File: config.mk
export PLATFORM = sky130hd
export DESIGN_NAME = module_muldiv_ctrl
export DESIGN_NICKNAME = d
export VERILOG_FILES = /design/src/rtl/module_muldiv_ctrl.sv
export SDC_FILE = /design/constraint.sdc
export NUM_CORES = 1
export LEC_CHECK = 0
export CORE_MARGIN = 5
export CORE_UTILIZATION = 55
export CTS_CLUSTER_SIZE = 40
export DETAILED_ROUTE_END_ITERATION = 7
export PLACE_DENSITY = 0.88
export SLEW_MARGIN = 5
export SYNTH_ARGS = -nofsm -noshare
export SYNTH_HDL_FRONTEND = slang
export SYNTH_SLANG_ARGS = --single-unit
File: constraint.sdc
create_clock -name clk_i -period 17.15 [get_ports clk_i]
set_clock_uncertainty 0.05 [all_clocks]
set_input_delay 1.715 -clock clk_i [delete_from_list [all_inputs] [get_ports clk_i]]
set_output_delay 1.715 -clock clk_i [all_outputs]
set_load 0.01 [all_outputs]
File: src/rtl/module_muldiv_ctrl.sv
// module_muldiv_ctrl: iterative RV32M multiply/divide unit for the Execute stage.
// Runs one radix-2 shift-add or restoring-divide step per cycle on operand
// magnitudes, then applies the result sign at the end.
// Optional macro MULDIV_FAST_EN: divide-by-zero, signed overflow and multiply
// by zero skip the iterations and complete one cycle after acceptance.
module module_muldiv_ctrl #(
    parameter int XLEN = 32
) (
    input  logic            clk_i,
    input  logic            rst_n_i,
    input  logic            start_i,
    input  logic [2:0]      funct3_i,
    input  logic [XLEN-1:0] srca_i,
    input  logic [XLEN-1:0] srcb_i,
    input  logic [4:0]      rde_i,
    input  logic            flushe_i,
    output logic            stall_o,
    output logic            busy_o,
    output logic            done_o,
    output logic [XLEN-1:0] result_o,
    output logic [4:0]      rd_o
);

    typedef enum logic [1:0] {IDLE, CALC, DONE} state_t;

    state_t            state, state_nx;
    logic [4:0]        cnt;
    logic [XLEN-1:0]   mag_b;
    logic [2*XLEN-1:0] acc, acc_nx;
    logic [2:0]        op_q;
    logic [4:0]        rd_q;
    logic              neg_res, neg_a_q, divz_q;

    logic              start_ok, is_div, sgn_a, sgn_b, in_neg_a, in_neg_b;
    logic [XLEN-1:0]   in_mag_a, in_mag_b;
    logic              fast;
    logic [XLEN-1:0]   fast_res;
    logic [XLEN:0]     trial, sum;
    logic              ge;
    logic [XLEN-1:0]   new_rem;
    logic [2*XLEN-1:0] prod;
    logic [XLEN-1:0]   quo, rem, calc_res;

    // Decode the incoming op: which operands are signed, and their magnitudes.
    always_comb begin
        start_ok = start_i & ~flushe_i;
        is_div   = funct3_i[2];
        sgn_a    = is_div ? ~funct3_i[0] : (funct3_i != 3'b011);
        sgn_b    = is_div ? ~funct3_i[0] : ~funct3_i[1];
        in_neg_a = sgn_a & srca_i[XLEN-1];
        in_neg_b = sgn_b & srcb_i[XLEN-1];
        in_mag_a = in_neg_a ? (~srca_i + 1'b1) : srca_i;
        in_mag_b = in_neg_b ? (~srcb_i + 1'b1) : srcb_i;
    end

`ifdef MULDIV_FAST_EN
    // Spot the trivial cases whose answer is known without iterating.
    always_comb begin
        fast     = 1'b0;
        fast_res = '0;
        if (is_div) begin
            if (srcb_i == '0) begin
                fast     = 1'b1;
                fast_res = funct3_i[1] ? srca_i : '1;
            end else if (~funct3_i[0] && srca_i == {1'b1, {(XLEN-1){1'b0}}} && srcb_i == '1) begin
                fast     = 1'b1;
                fast_res = funct3_i[1] ? '0 : {1'b1, {(XLEN-1){1'b0}}};
            end
        end else if (srca_i == '0 || srcb_i == '0) begin
            fast     = 1'b1;
            fast_res = '0;
        end
    end
`else
    // Every op takes the full iterative path in this build.
    always_comb begin
        fast     = 1'b0;
        fast_res = '0;
    end
`endif

    // One iteration step plus sign correction of the would-be final result.
    always_comb begin
        trial    = acc[2*XLEN-1:XLEN-1];
        ge       = trial[XLEN] | (trial[XLEN-1:0] >= mag_b);
        new_rem  = trial[XLEN-1:0] - (ge ? mag_b : '0);
        sum      = {1'b0, acc[2*XLEN-1:XLEN]} + (acc[0] ? {1'b0, mag_b} : '0);
        if (op_q[2]) begin
            acc_nx = {new_rem, acc[XLEN-2:0], ge};
        end else begin
            acc_nx = {sum, acc[XLEN-1:1]};
        end
        prod = neg_res ? (~acc_nx + 1'b1) : acc_nx;
        quo  = divz_q ? '1 : (neg_res ? (~acc_nx[XLEN-1:0] + 1'b1) : acc_nx[XLEN-1:0]);
        rem  = neg_a_q ? (~acc_nx[2*XLEN-1:XLEN] + 1'b1) : acc_nx[2*XLEN-1:XLEN];
        case (op_q)
            3'b000:                 calc_res = prod[XLEN-1:0];
            3'b001, 3'b010, 3'b011: calc_res = prod[2*XLEN-1:XLEN];
            3'b100, 3'b101:         calc_res = quo;
            default:                calc_res = rem;
        endcase
    end

    // State register.
    always_ff @(posedge clk_i or negedge rst_n_i) begin
        if (!rst_n_i) state <= IDLE;
        else          state <= state_nx;
    end

    // Next-state logic and handshake outputs.
    always_comb begin
        state_nx = state;
        case (state)
            IDLE: if (start_ok) state_nx = fast ? DONE : CALC;
            CALC: begin
                if (flushe_i)          state_nx = IDLE;
                else if (cnt == 5'd31) state_nx = DONE;
            end
            default: state_nx = IDLE;
        endcase
        stall_o = rst_n_i & (((state == IDLE) & start_ok) | (state == CALC));
        busy_o  = (state != IDLE);
        done_o  = (state == DONE) & ~flushe_i;
    end

    // Operand capture, iteration datapath and result/destination registers.
    always_ff @(posedge clk_i or negedge rst_n_i) begin
        if (!rst_n_i) begin
            cnt      <= '0;
            mag_b    <= '0;
            acc      <= '0;
            op_q     <= '0;
            rd_q     <= '0;
            neg_res  <= 1'b0;
            neg_a_q  <= 1'b0;
            divz_q   <= 1'b0;
            result_o <= '0;
            rd_o     <= '0;
        end else if (state == IDLE && start_ok) begin
            cnt     <= '0;
            mag_b   <= in_mag_b;
            acc     <= {{XLEN{1'b0}}, in_mag_a};
            op_q    <= funct3_i;
            rd_q    <= rde_i;
            neg_res <= in_neg_a ^ in_neg_b;
            neg_a_q <= in_neg_a;
            divz_q  <= (srcb_i == '0);
            if (fast) begin
                result_o <= fast_res;
                rd_o     <= rde_i;
            end
        end else if (state == CALC && !flushe_i) begin
            acc <= acc_nx;
            cnt <= cnt + 5'd1;
            if (cnt == 5'd31) begin
                result_o <= calc_res;
                rd_o     <= rd_q;
            end
        end
    end

endmodule

==> flow_summary_export.csv <==
group,metric,value,unit
run_status,outcome,"completed",
clock_network,htree_levels,4,
cells_and_area,fin_util,0.633,
floorplan,floorplan.die_area,0.0311,mm^2
worst_setup_path,path_class,"reg2reg",
cells_and_area,layout_common_cells,"nand2_1, o21ai_0, dfrtp_1",
synth,cell_area_synth,0.0152,mm^2
cells_and_area,mostFrequentLayoutCell,"nand2_1",
worst_setup_path,worst_ep_arrival_time,7.58,ns
clock_network,cts_tree,"done",
clock_network,cts.hold.buffers_added,0,
timing,final-setup-viol-count,0,
place,buffer_ports.inserted,115,
synth,syn-num-nets,2143,
clock_network,cts_buffer_depth,2,
routing,route.antenna.remaining_nets,0,
timing,rsz0062_at_grt,"no",
floorplan,die_width,176,um
clock_network,setup_bufs_post_cts,0,
timing,timing.fmax,137,MHz
place,globalplace.congestion,1.02,
timing,period_minus_slack,7.29,ns
worst_setup_path,worst_ep_required_time,17.44,ns
synth,post_synth.cell_area_avg,7.74,um^2
global_route,grt.total_usage,0.326,
timing,max_slew_margin,0.210,
synth,postSynth.topFlopCell,"dfrtp_1",
worst_setup_path,startpoint,"mag_b[30]$_DFFE_PN0P_",
worst_setup_path,endpoint,"result_o[30]$_DFFE_PN0P_",
clock_network,post_cts_resized,0,
timing,final_worst_path_period_share,0.425,
worst_setup_path,timing.critical_path.fanout_max,27,
floorplan,core_area,0.0271,mm^2
cells_and_area,final_net_count,2199,
clock_network,worst_setup_hold_path_clk_slew,0.07,ns
routing,drt-total-wl,51200,um
global_route,antenna_found_initial,0,
synth,synth_cell_types,89,
worst_setup_path,setup.worst_path.end_class,"flop",
cells_and_area,insertedDiodeCount,0,
clock_network,clk_latency,0.46,ns
cells_and_area,post_route_cells_drive_above_1_share,0.0482,
run,drv_cap,0,
routing,drcViolationCount,0,
worst_setup_path,rr_startpoint,"mag_b[30]$_DFFE_PN0P_",
floorplan,initial_standard_cell_utilization_of_the_core,0.561,
hold_path,hold_path_class,"reg2reg",
clock_network,tritoncts_num_sinks,151,
cells_and_area,synthToLayoutAreaGrowth,12.9,%
timing,hold_violations,0,
worst_setup_path,ff2ff_path_depth,22,
power,leakagePower,7.28,nW
synth,yosysSeqAreaShare,0.249,
power,pwr_density_cell,206,mW/mm^2
clock_network,cts_buffers,17,
clock_network,cts_root_buffer,"clkbuf_16",
routing,drt_first_iter_violations,1836,
global_route,pin_count_of_the_biggest_net_entering_global_routing,104,
synth,synth_edf_count,0,
floorplan,num_rows,60,
routing,drt-pass1-iter-count,6,
routing,detail_routed_via_count_per_cell,6.52,
synth,netlist_instances,1964,
power,worst_case_vdd_ir_drop,117,uV
synth,yosys_warnings,0,
routing,vias,15700,
worst_setup_path,startpoint_type_of_the_worst_setup_path,"flop",
global_route,grt_pass1_wl,81300,um
floorplan,boundaryPins,116,
synth,asyncSetResetFlopFracSynth,1.00,
place,dp.final_hpwl,38800,um
floorplan,die_y,176,um
routing,detail_route.wl_per_cell,21.3,um
timing,finalSetupTns,0,ns
synth,yosys_register_bits,151,
global_route,via_count_of_the_first_global_routing_pass,15000,
worst_setup_path,reg2reg_to,"result_o[30]$_DFFE_PN0P_",
global_route,grt_remaining_overflow,0,
worst_setup_path,r2r_slack,9.86,ns
timing,report.final.slew_viol_count,0,
timing,slew_at_the_pin_with_the_worst_max_slew_slack,1.17,ns
-- layout make-up --
class | instances | area (um^2)
multi-input cells | 1650 | 10800
fillers | 2360 | 9940
flip-flops and latches | 151 | 3780
repair buffers | 137 | 1320
clock buffers | 21 | 470
well taps | 372 | 465
inverters | 63 | 236
clock inverters | 11 | 75.1
-- worst min-delay path by stage --
| stage | end | start | cells past startpoint |
|---|---|---|---|
| after detailed placement | rd_o[2]$_DFFE_PN0P_ | rd_q[2]$_DFFE_PN0P_ | 2 |
| after CTS | rd_o[2]$_DFFE_PN0P_ | rd_q[2]$_DFFE_PN0P_ | 2 |
| after global placement | rd_o[1]$_DFFE_PN0P_ | rd_q[1]$_DFFE_PN0P_ | 2 |
| after global routing | rd_o[3]$_DFFE_PN0P_ | rd_o[3]$_DFFE_PN0P_ | 2 |
| after floorplan | rd_o[0]$_DFFE_PN0P_ | rd_q[0]$_DFFE_PN0P_ | 2 |
| final | rd_o[2]$_DFFE_PN0P_ | rd_q[2]$_DFFE_PN0P_ | 2 |
-- sequential cells by signal (all words and copies together) (netlist names) --
signal	flops
neg_res	1
rd_o	5
cnt	5
acc	64
state	2
op_q	3
rd_q	5
result_o	32
divz_q	1
mag_b	32
neg_a_q	1
-- logic make-up after synthesis --
group / count (synthesis) / share of synthesized area
xor gates and xnor gates: 180 / 0.104
muxes: 59 / 0.0395
AOI/OAI and AO/OA: 588 / 0.256
and+or+nand+nor: 720 / 0.225
DFF: 151 / 0.249
adders and majority gates: 103 / 0.0857
buffers and inverters: 163 / 0.0417
-- Yosys cell counts (40+ instances only) --
| cell | count | area [um^2] |
|---|---|---|
| nor2_1 | 127 | 477 |
| nand2_1 | 321 | 1200 |
| inv_1 | 62 | 233 |
| ha_1 | 101 | 1260 |
| xnor2_1 | 91 | 797 |
| and2_1 | 40 | 250 |
| a21oi_1 | 114 | 571 |
| dfrtp_1 | 151 | 3780 |
| o21ai_0 | 176 | 881 |
| clkbuf_1 | 77 | 289 |
| xor2_1 | 89 | 780 |
| o221ai_1 | 40 | 350 |
| nor3_1 | 43 | 215 |
| mux2i_1 | 51 | 510 |
-- stage by stage --
step	worst slack (ns)	total power, mW	hold WS, ns	instances	area, um^2
2_1_floorplan	11.08	2.37	0.389	1964	15200
3_3_place_gp	10.18	3.06	0.397	2373	16600
3_5_place_dp	10.09	3.10	0.407	2373	16600
4_1_cts	10.07	3.48	0.415	2405	17200
5_1_grt	9.30	3.77	0.467	2405	17200
6_report	9.86	3.54	0.418	2405	17200
-- layer usage --
| metal | routed length [um] | global-route usage | vias up |
|---|---|---|---|
| li1 | - | - | 7269 |
| met3 | 3680 | 0.0426 | 147 |
| met5 | 0 | 0 | - |
| met1 | 21600 | 0.438 | 7488 |
| met4 | 2260 | 0.137 | 0 |
| met2 | 23600 | 0.531 | 766 |
-- power breakdown --
group | switching [mW] | internal, mW
combinational | 1.67 | 0.949
clock | 0.169 | 0.196
sequential | 0.122 | 0.436
total | 1.96 | 1.58
-- worst max-delay path, stage by stage, from the launching register on --
cell	delay, ns
dfrtp_1	0.40
inv_1	0.06
ha_1	0.32
nand4_1	0.20
nor4_1	0.77
nand2_1	0.22
nand4_1	0.27
a31o_2	0.29
buf_4	0.36
nand2_1	0.10
ha_1	0.39
nand2_1	0.17
nor4_1	0.26
o21ai_0	0.21
a211oi_1	0.72
o2111ai_1	0.33
and4_1	0.30
nor3_1	0.60
nand2b_1	0.24
o41ai_2	0.38
xnor2_1	0.16
nand2_1	0.07
a221oi_1	0.31
Power figures use the tool's default switching activity.
